<file path="config.mk">
export PLATFORM = sky130hd
export DESIGN_NAME = mem_port_arbiter
export DESIGN_NICKNAME = d
export VERILOG_FILES = /design/src/rtl/mem_port_arbiter.sv
export SDC_FILE = /design/constraint.sdc
export NUM_CORES = 1
export LEC_CHECK = 0
export BUFFER_PORTS_ARGS = -buffer_cell sky130_fd_sc_hd__buf_4
export CAP_MARGIN = 10
export CORE_MARGIN = 2
export CORE_UTILIZATION = 42
export CTS_BUF_LIST = sky130_fd_sc_hd__clkbuf_8
export DETAILED_ROUTE_END_ITERATION = 8
export PLACE_DENSITY = 0.93
export REMOVE_ABC_BUFFERS = 1
export SETUP_SLACK_MARGIN = 0.4
export SLEW_MARGIN = 20
export SYNTH_ARGS = -nofsm -noshare
export SYNTH_HDL_FRONTEND = slang
export SYNTH_SLANG_ARGS = --single-unit
</file>
<file path="constraint.sdc">
create_clock -name clk -period 1.6 [get_ports clk]
set_input_delay 0.08 -clock clk [delete_from_list [all_inputs] [get_ports clk]]
set_output_delay 0.08 -clock clk [all_outputs]
set_load 0.03 [all_outputs]
</file>
<file path="src/rtl/mem_port_arbiter.sv">
// Two-requester arbiter (CPU data port + aux bus master) for a single-ported data memory.
// Optional performance counters are enabled with `define MEM_ARB_PERF_EN.
module mem_port_arbiter #(
  parameter int ADDR_W         = 16,
  parameter int DATA_W         = 16,
  parameter int MAX_CPU_STREAK = 4
) (
  input  logic              clk,
  input  logic              rst_n,
  input  logic [ADDR_W-1:0] cpu_addr,
  input  logic              cpu_re,
  input  logic              cpu_we,
  input  logic [DATA_W-1:0] cpu_wdata,
  output logic [DATA_W-1:0] cpu_rdata,
  output logic              cpu_stall,
  input  logic              aux_req,
  input  logic              aux_we,
  input  logic [ADDR_W-1:0] aux_addr,
  input  logic [DATA_W-1:0] aux_wdata,
  output logic              aux_gnt,
  output logic [DATA_W-1:0] aux_rdata,
  output logic              aux_rvalid,
  output logic [ADDR_W-1:0] mem_addr,
  output logic              mem_re,
  output logic              mem_we,
  output logic [DATA_W-1:0] mem_wdata,
  input  logic [DATA_W-1:0] mem_rdata
`ifdef MEM_ARB_PERF_EN
  ,
  input  logic              perf_clr,
  output logic [15:0]       cpu_stall_cnt,
  output logic [15:0]       aux_gnt_cnt
`endif
);

  typedef enum logic [1:0] {OWN_NONE = 2'd0, OWN_CPU = 2'd1, OWN_AUX = 2'd2} owner_t;

  localparam logic [3:0] STREAK_MAX = 4'(MAX_CPU_STREAK);

  logic [3:0]        r_streak;
  owner_t            r_rd_owner, w_rd_owner_nxt;
  logic [DATA_W-1:0] r_cpu_rdata, r_aux_rdata;
  logic              w_cpu_act, w_cpu_gnt, w_aux_gnt, w_contested;

  // Grants are gated by rst_n so the memory sees no access while in reset.
  assign w_cpu_act   = cpu_re | cpu_we;
  assign w_contested = w_cpu_act & aux_req;
  assign w_aux_gnt   = rst_n & aux_req & (~w_cpu_act | (r_streak == STREAK_MAX));
  assign w_cpu_gnt   = rst_n & w_cpu_act & ~w_aux_gnt;

  assign cpu_stall = w_cpu_act & ~w_cpu_gnt;
  assign aux_gnt   = w_aux_gnt;

  always_comb begin
    mem_addr       = '0;
    mem_wdata      = '0;
    mem_re         = 1'b0;
    mem_we         = 1'b0;
    w_rd_owner_nxt = OWN_NONE;
    if (w_cpu_gnt) begin
      mem_addr  = cpu_addr;
      mem_wdata = cpu_wdata;
      mem_we    = cpu_we;
      mem_re    = cpu_re & ~cpu_we;  // re+we together counts as a write
      if (cpu_re & ~cpu_we) w_rd_owner_nxt = OWN_CPU;
    end else if (w_aux_gnt) begin
      mem_addr  = aux_addr;
      mem_wdata = aux_wdata;
      mem_we    = aux_we;
      mem_re    = ~aux_we;
      if (!aux_we) w_rd_owner_nxt = OWN_AUX;
    end
  end

  always_ff @(posedge clk or negedge rst_n) begin
    if (!rst_n) begin
      r_streak <= '0;
    end else if (w_aux_gnt) begin
      r_streak <= '0;
    end else if (w_cpu_gnt && w_contested && r_streak < STREAK_MAX) begin
      r_streak <= r_streak + 4'd1;
    end
  end

  always_ff @(posedge clk or negedge rst_n) begin
    if (!rst_n) begin
      r_rd_owner  <= OWN_NONE;
      r_cpu_rdata <= '0;
      r_aux_rdata <= '0;
    end else begin
      r_rd_owner <= w_rd_owner_nxt;
      if (r_rd_owner == OWN_CPU) r_cpu_rdata <= mem_rdata;
      if (r_rd_owner == OWN_AUX) r_aux_rdata <= mem_rdata;
    end
  end

  // Return data passes straight through in the return cycle, then is held.
  assign cpu_rdata  = (r_rd_owner == OWN_CPU) ? mem_rdata : r_cpu_rdata;
  assign aux_rdata  = (r_rd_owner == OWN_AUX) ? mem_rdata : r_aux_rdata;
  assign aux_rvalid = (r_rd_owner == OWN_AUX);

`ifdef MEM_ARB_PERF_EN
  logic [15:0] r_stall_cnt, r_agnt_cnt;

  always_ff @(posedge clk or negedge rst_n) begin
    if (!rst_n) begin
      r_stall_cnt <= '0;
      r_agnt_cnt  <= '0;
    end else if (perf_clr) begin
      r_stall_cnt <= '0;
      r_agnt_cnt  <= '0;
    end else begin
      if (cpu_stall && r_stall_cnt != 16'hFFFF) r_stall_cnt <= r_stall_cnt + 16'd1;
      if (w_aux_gnt && r_agnt_cnt != 16'hFFFF)  r_agnt_cnt  <= r_agnt_cnt + 16'd1;
    end
  end

  assign cpu_stall_cnt = r_stall_cnt;
  assign aux_gnt_cnt   = r_agnt_cnt;
`endif

endmodule

</file>
==> results_tabular.tex, run 1 <==
\begin{tabular}{lr}
\hline
Metric & Value \\
\hline
\multicolumn{2}{l}{\textbf{Clock network}} \\
\quad Max H-tree Level & 2 \\
\quad Clock buffers created by TritonCTS & 5 \\
\quad Longest Clk Path Bufs & 2 \\
\quad Root Buffer Master & sky130\_fd\_sc\_hd\_\_clkbuf\_8 \\
\quad Number of sinks driven by the clock tree & 38 \\
\multicolumn{2}{l}{\textbf{Global route}} \\
\quad Largest net degree at the start of global routing & 65 \\
\multicolumn{2}{l}{\textbf{STA}} \\
\quad Worst endpoint kind after the last repair & output port \\
\quad Critical endpoint after global-route timing repair & mem\_wdata[4] \\
\multicolumn{2}{l}{\textbf{Synthesis}} \\
\quad Part of the Yosys area used for sequential elements & 43.4\% \\
\quad Warnings from Yosys & 0 \\
\quad Fraction of registers with async set/reset & 100\% \\
\quad Number of flops mapped to enable cells by yosys & 0 \\
\quad Top FF cell, synth & sky130\_fd\_sc\_hd\_\_dfrtp\_1 \\
\quad Synth Instances & 223 \\
\quad Average size of a mapped cell & between 9 and 10 sq um \\
\quad Mapped Area & roughly 2200 sq um \\
\quad Synth unique cells & 32 \\
\quad Register bit count reported by yosys & 38 \\
\multicolumn{2}{l}{\textbf{Place}} \\
\quad Final HPWL DP & 5320 microns \\
\quad Number of buffer cells added on primary ports & between 150 and 200 \\
\quad Global placer's final weighted congestion & 0.825 \\
\quad Post-detailed-placement cell area & roughly 3500 sq um \\
\quad Placed Cells & 441 \\
\multicolumn{2}{l}{\textbf{Outcome}} \\
\quad Status & aborted with a tool error \\
\quad First error & [ERROR DPL-0038] Utilization greater than 100\%, impossible to legalize \\
\quad Stage where the run ended & global routing (5\_1\_grt) \\
\multicolumn{2}{l}{\textbf{Die}} \\
\quad Row count & 26 \\
\quad Die width & 76.2 microns \\
\quad Die Y-Extent & around 76 microns \\
\quad IO Pins & 155 \\
\quad Effective utilization at floorplan & roughly 43\% \\
\hline
\end{tabular}
[kinds of logic after synthesis]
group / after synthesis / share of synthesized area (%)
AOI/OAI and AO/OA: 47 / 17.2
adders and majority gates: 2 / 1.14
buffers and inverters: 21 / 5.48
DFF: 38 / 43.4
muxes: 32 / 16.4
and+or+nand+nor: 83 / 16.3
[timing repair]
| action | in CTS |
|---|---|
| gates cloned | 6 |
| pin swaps | 14 |
| resized for setup | 141 |
| hold buffers | 3 |
| endpoints found under the hold margin | 10 |
| buffers inserted | 21 |
| endpoints found under the setup margin | 89 |
[through the flow]
step | utilization [%] | hold WS [ns] | worst slack (ns)
after floorplan | - | -0.216 | -0.474
after global placement | 68.3 | -0.0438 | -0.338
after detailed placement | 68.3 | -0.0423 | -0.440
after CTS | 89.1 | 0.0471 | -0.189
[synth_stat cells, types with 3 or more instances]
cell	instances	area, sq um
sky130_fd_sc_hd__nand2_1	67	251
sky130_fd_sc_hd__dfrtp_1	38	951
sky130_fd_sc_hd__mux2_2	32	360
sky130_fd_sc_hd__o22ai_1	22	138
sky130_fd_sc_hd__o22ai_2	10	125
sky130_fd_sc_hd__buf_2	6	30.0
sky130_fd_sc_hd__clkbuf_1	6	22.5
sky130_fd_sc_hd__nor2_1	4	15.0
sky130_fd_sc_hd__a21oi_1	3	15.0
sky130_fd_sc_hd__buf_6	3	33.8
sky130_fd_sc_hd__inv_1	3	11.3
sky130_fd_sc_hd__nor2b_1	3	18.8
sky130_fd_sc_hd__o21ai_0	3	15.0
==> run 2, diff against run 1 <==
--- a/config.mk
+++ b/config.mk
@@ -8,12 +8,10 @@
 export BUFFER_PORTS_ARGS = -buffer_cell sky130_fd_sc_hd__buf_4
 export CAP_MARGIN = 10
 export CORE_MARGIN = 2
-export CORE_UTILIZATION = 42
-export CTS_BUF_LIST = sky130_fd_sc_hd__clkbuf_8
+export CORE_UTILIZATION = 30
 export DETAILED_ROUTE_END_ITERATION = 8
-export PLACE_DENSITY = 0.93
+export PLACE_DENSITY_LB_ADDON = 0.15
 export REMOVE_ABC_BUFFERS = 1
-export SETUP_SLACK_MARGIN = 0.4
 export SLEW_MARGIN = 20
 export SYNTH_ARGS = -nofsm -noshare
 export SYNTH_HDL_FRONTEND = slang
==> run 2 against run 1 <==
Against the previous run:
- the flow now finishes, with violations (negative setup slack)
- synthesized area unchanged
- synthesized cell count is the same
==> results_tabular.tex, run 2 <==
\begin{tabular}{lr}
\hline
Metric & Value \\
\hline
\multicolumn{2}{l}{\textbf{Outcome}} \\
\quad Status & complete, but fails checks \\
\quad Violations in the final reports & negative setup slack \\
\multicolumn{2}{l}{\textbf{Die}} \\
\quad Effective utilization at floorplan & 30.5\% (-13 points) \\
\quad Die Y-Extent & 89.5 microns (+17\%) \\
\quad IO Pins & 155 (unchanged) \\
\quad Die width & 89.5 microns (+17\%) \\
\quad Row count & 31 (+19\%) \\
\quad Core outline area & roughly 7000 sq um \\
\quad Die ar. & about 8000 sq um \\
\multicolumn{2}{l}{\textbf{Synthesis}} \\
\quad Compound-Gate Fraction of Synth Area & 17.2\% (unchanged) \\
\quad Synth Instances & 223 (unchanged) \\
\quad Cell with the most instances after synthesis & sky130\_fd\_sc\_hd\_\_nand2\_1 \\
\quad Warnings from Yosys & 0 (unchanged) \\
\quad Top area cells in the synthesized netlist & sky130\_fd\_sc\_hd\_\_dfrtp\_1 (43\%), sky130\_fd\_sc\_hd\_\_mux2\_2 (16\%), sky130\_fd\_sc\_hd\_\_nand2\_1 (11\%) \\
\quad Synth unique cells & 32 (unchanged) \\
\quad Number of flops mapped to enable cells by yosys & 0 (unchanged) \\
\quad Dominant combinational cell family by area after synthesis & compound AO/OA/AOI/OAI gates \\
\quad Part of the Yosys area used for sequential elements & 43.4\% (unchanged) \\
\quad Area share of the largest cell type after synthesis & 43.4\% (unchanged) \\
\quad Adder and majority cell fraction of the synthesized area & 1.14\% (unchanged) \\
\quad Register bit count reported by yosys & 38 (unchanged) \\
\quad Fraction of registers with async set/reset & 100\% (unchanged) \\
\quad Mapped Area & 2190 sq um (unchanged) \\
\quad Top FF cell, synth & sky130\_fd\_sc\_hd\_\_dfrtp\_1 \\
\quad Share of cell area taken by muxes after synthesis & 16.4\% (unchanged) \\
\quad Xor and xnor area share after synthesis & 0\% (unchanged) \\
\quad Share of synthesized cell area in and, or, nand and nor gates & 16.3\% (unchanged) \\
\quad Average size of a mapped cell & 9.83 sq um (unchanged) \\
\quad Top cells by count, synth & sky130\_fd\_sc\_hd\_\_nand2\_1 (67), sky130\_fd\_sc\_hd\_\_dfrtp\_1 (38), sky130\_fd\_sc\_hd\_\_mux2\_2 (32), sky130\_fd\_sc\_hd\_\_o22ai\_1 (22), sky130\_fd\_sc\_hd\_\_o22ai\_2 (10) \\
\quad Post-synthesis cell type with the largest combined area & sky130\_fd\_sc\_hd\_\_dfrtp\_1 \\
\multicolumn{2}{l}{\textbf{Setup path}} \\
\quad Req. time, crit path & around 1.5 ns \\
\quad Worst setup slack for register-to-register paths & 0.22 ns \\
\quad Category of the worst setup path launch point & flop \\
\quad Startpoint of the worst register-to-register path & r\_rd\_owner[1] \\
\quad Crit path max fanout & 7 \\
\quad Capturing element type of the critical path & output port \\
\quad Kind of critical path & reg -> out \\
\quad Endpoint arrival time on the critical path & 1.75 ns \\
\quad Reg-to-reg endpoint & r\_cpu\_rdata[5] \\
\quad Worst r2r path cells & 4 \\
\multicolumn{2}{l}{\textbf{Clock network}} \\
\quad Clock tree from TritonCTS & built \\
\quad Max H-tree Level & 2 (unchanged) \\
\quad Clock buffers created by TritonCTS & 5 (unchanged) \\
\quad Clock-pin slew of the registers on the worst-case setup and hold paths & approximately 0.070 ns \\
\quad Clock latency of the later-clocked register in the worst-skew pair & $\sim$0.28 ns \\
\quad Root Buffer Master & sky130\_fd\_sc\_hd\_\_clkbuf\_8 \\
\quad Longest Clk Path Bufs & 2 (unchanged) \\
\quad Number of sinks driven by the clock tree & 38 (unchanged) \\
\multicolumn{2}{l}{\textbf{Finish}} \\
\quad Filler cells & approximately 600 \\
\quad Layout Cells excl Fill & roughly 500 \\
\quad Diode count & 0 \\
\quad Commonest non-fill, non-tap cells in the layout & sky130\_fd\_sc\_hd\_\_buf\_4 (122), sky130\_fd\_sc\_hd\_\_nand2\_1 (65), sky130\_fd\_sc\_hd\_\_buf\_6 (61), sky130\_fd\_sc\_hd\_\_dfrtp\_1 (37), sky130\_fd\_sc\_hd\_\_mux2\_4 (32) \\
\quad Net count, final & around 500 \\
\quad Share of layout cells above drive strength 1 & 67.5\% \\
\quad Most frequent standard cell in the layout excluding fill and tap cells & sky130\_fd\_sc\_hd\_\_buf\_4 \\
\quad Layout Utilization & between 60\% and 70\% \\
\quad Largest registers ranked by flip-flop count & r\_aux\_rdata (16), r\_cpu\_rdata (16), r\_streak (4) \\
\quad Area added between synthesis and finish & 108\% \\
\multicolumn{2}{l}{\textbf{Route}} \\
\quad Residual antenna-violating net count after detailed routing & 0 \\
\quad Detailed-routing iteration count for the pre-antenna-repair pass & 5 \\
\quad Routed vias & about 2400 \\
\quad Initial DRC count & 60 \\
\quad Via density per instance & between 4 and 5 \\
\quad Routed WL per cell & about 16 microns \\
\quad Number of remaining DRC errors & 0 \\
\quad Total Wirelength & 8210 microns \\
\multicolumn{2}{l}{\textbf{Power}} \\
\quad Cell Pwr Density & around 1200 nW/um\^{}2 \\
\quad Final Total Pwr & 5.42 mW \\
\quad Flop pwr share & 25.6\% \\
\quad Leakage & 2.25 nW \\
\quad Switching part of the total & between 30\% and 40\% \\
\quad Combinational share of power & 63.2\% \\
\quad Portion of total power attributed to the clock network & between 10\% and 20\% \\
\quad Peak supply drop & around 0.00041 V \\
\quad Net switching power & between 2 and 2.5 mW \\
\quad Internal Power & between 3 and 4 mW \\
\multicolumn{2}{l}{\textbf{STA}} \\
\quad Tcrit/Tclk final & 114\% \\
\quad Number of hold violations in the final report & 0 \\
\quad Final setup violating endpoints & 51 \\
\quad Setup repair after global routing missed its margin & yes \\
\quad Final setup slack of the worst path & -0.230 ns \\
\quad Highest achievable clock rate & 0.546 GHz \\
\quad Setup clock skew after layout & 0.00382 ns \\
\quad Number of pins exceeding their max-slew limit in the final report & 0 \\
\quad Setup tns final & -7.00 ns \\
\quad Minimum period implied by the final worst setup slack & $\sim$1.8 ns \\
\quad Worst slew margin relative to its limit & between 60 and 70\% \\
\quad Worst-margin pin slew & approximately 0.55 ns \\
\multicolumn{2}{l}{\textbf{Job}} \\
\quad Maximum capacitance violations & 0 \\
\multicolumn{2}{l}{\textbf{Global route}} \\
\quad Initial antenna violation count & 0 \\
\quad Gr ovfl total & 0 \\
\quad Vias in the first global route & about 2400 \\
\quad Global-route wire length before repair & about 12000 microns \\
\quad Largest net degree at the start of global routing & 29 \\
\quad GR Util All Layers & approximately a fifth \\
\multicolumn{2}{l}{\textbf{Place}} \\
\quad Final HPWL DP & 5180 microns (-2.6\%) \\
\quad Global placer's final weighted congestion & 0.927 (+12\%) \\
\quad Setup WS pre-CTS & -0.438 ns (+0.00178 ns) \\
\quad Placed Cells & 475 (+7.7\%) \\
\quad Number of buffer cells added on primary ports & 154 (unchanged) \\
\multicolumn{2}{l}{\textbf{Min path}} \\
\quad Worst min-delay path category & in -> async \\
\hline
\end{tabular}
[run 2: cell counts after synthesis]
Identical to the previous run, type by type.
[run 2: power by group through the flow]
stage / Clock (mW) / Sequential (mW) / Combinational (mW)
floorplan: 0 / 1.36 / 1.46
global placement: 0 / 1.36 / 2.47
detailed placement: 0 / 1.37 / 2.49
CTS: 0.629 / 1.36 / 2.93
global route: 0.675 / 1.42 / 3.61
finish: 0.605 / 1.39 / 3.42
[run 2: timing repair]
action	4_1_cts	5_1_grt
setup endpoints to repair	52	68
hold endpoints to repair	2	0
hold buffers	2	0
gates resized for setup	78	67
setup buffers	6	12
gates cloned	4	3
pin swaps	6	13
[run 2: layout make-up]
cell class                      count  area [sq um]  share of cell area [%]
Sequential cell                    38           952                    20.9
Timing Repair Buffer              196          1880                    41.2
Multi-Input combinational cell    165          1520                    33.3
Inverter                            3          11.3                   0.247
Clock buffer                        5          68.8                    1.51
Tap cell                           99           124                    2.72
Clock inverter                      2          10.0                   0.219
[run 2: how the worst max path moves through the flow]
stage	from	to	slack, ns	cells past startpoint
2_1_floorplan	r_streak[0]	mem_addr[10]	-0.47	5
3_3_place_gp	r_streak[0]	mem_addr[2]	-0.36	6
3_5_place_dp	r_streak[0]	mem_wdata[11]	-0.44	6
4_1_cts	r_streak[1]	mem_addr[11]	-0.19	7
5_1_grt	r_streak[1]	mem_wdata[7]	-0.30	7
6_report	r_streak[1]	mem_addr[0]	-0.23	7
[run 2: metrics by stage]
step           cell area [sq um]  hold WS [ns]
4_1_cts                     4090        0.0314
3_5_place_dp                3530       -0.0207
2_1_floorplan               2080        -0.216
3_3_place_gp                3530       -0.0228
5_1_grt                     4560        0.0499
6_report                    4560        0.0395
[run 2: worst max-delay path: stages (launching register included)]
cell and delay (ns):
sky130_fd_sc_hd__dfrtp_1 0.40, sky130_fd_sc_hd__inv_2 0.07, sky130_fd_sc_hd__ha_4 0.15, sky130_fd_sc_hd__nand4b_4 0.13
sky130_fd_sc_hd__a21boi_4 0.18, sky130_fd_sc_hd__clkbuf_16 0.21, sky130_fd_sc_hd__o22ai_2 0.18, sky130_fd_sc_hd__buf_6 0.15
[run 2: cells by family after synthesis]
group                    count (synthesis)
AO/OA/AOI/OAI                           47
adder cells (fa/ha/maj)                  2
buffers and inverters                   21
flip-flops                              38
multiplexers                            32
AND/OR/NAND/NOR                         83
[run 2: routing by layer]
layer	part of all wire [%]	track usage, %	vias to the layer above
met4	2.2	6.51	0
met3	4.4	3.51	16
met1	43	24.4	1145
li1	-	-	1155
met5	0	0	-
met2	50	32.6	81
(Power assumes the default switching activity.)
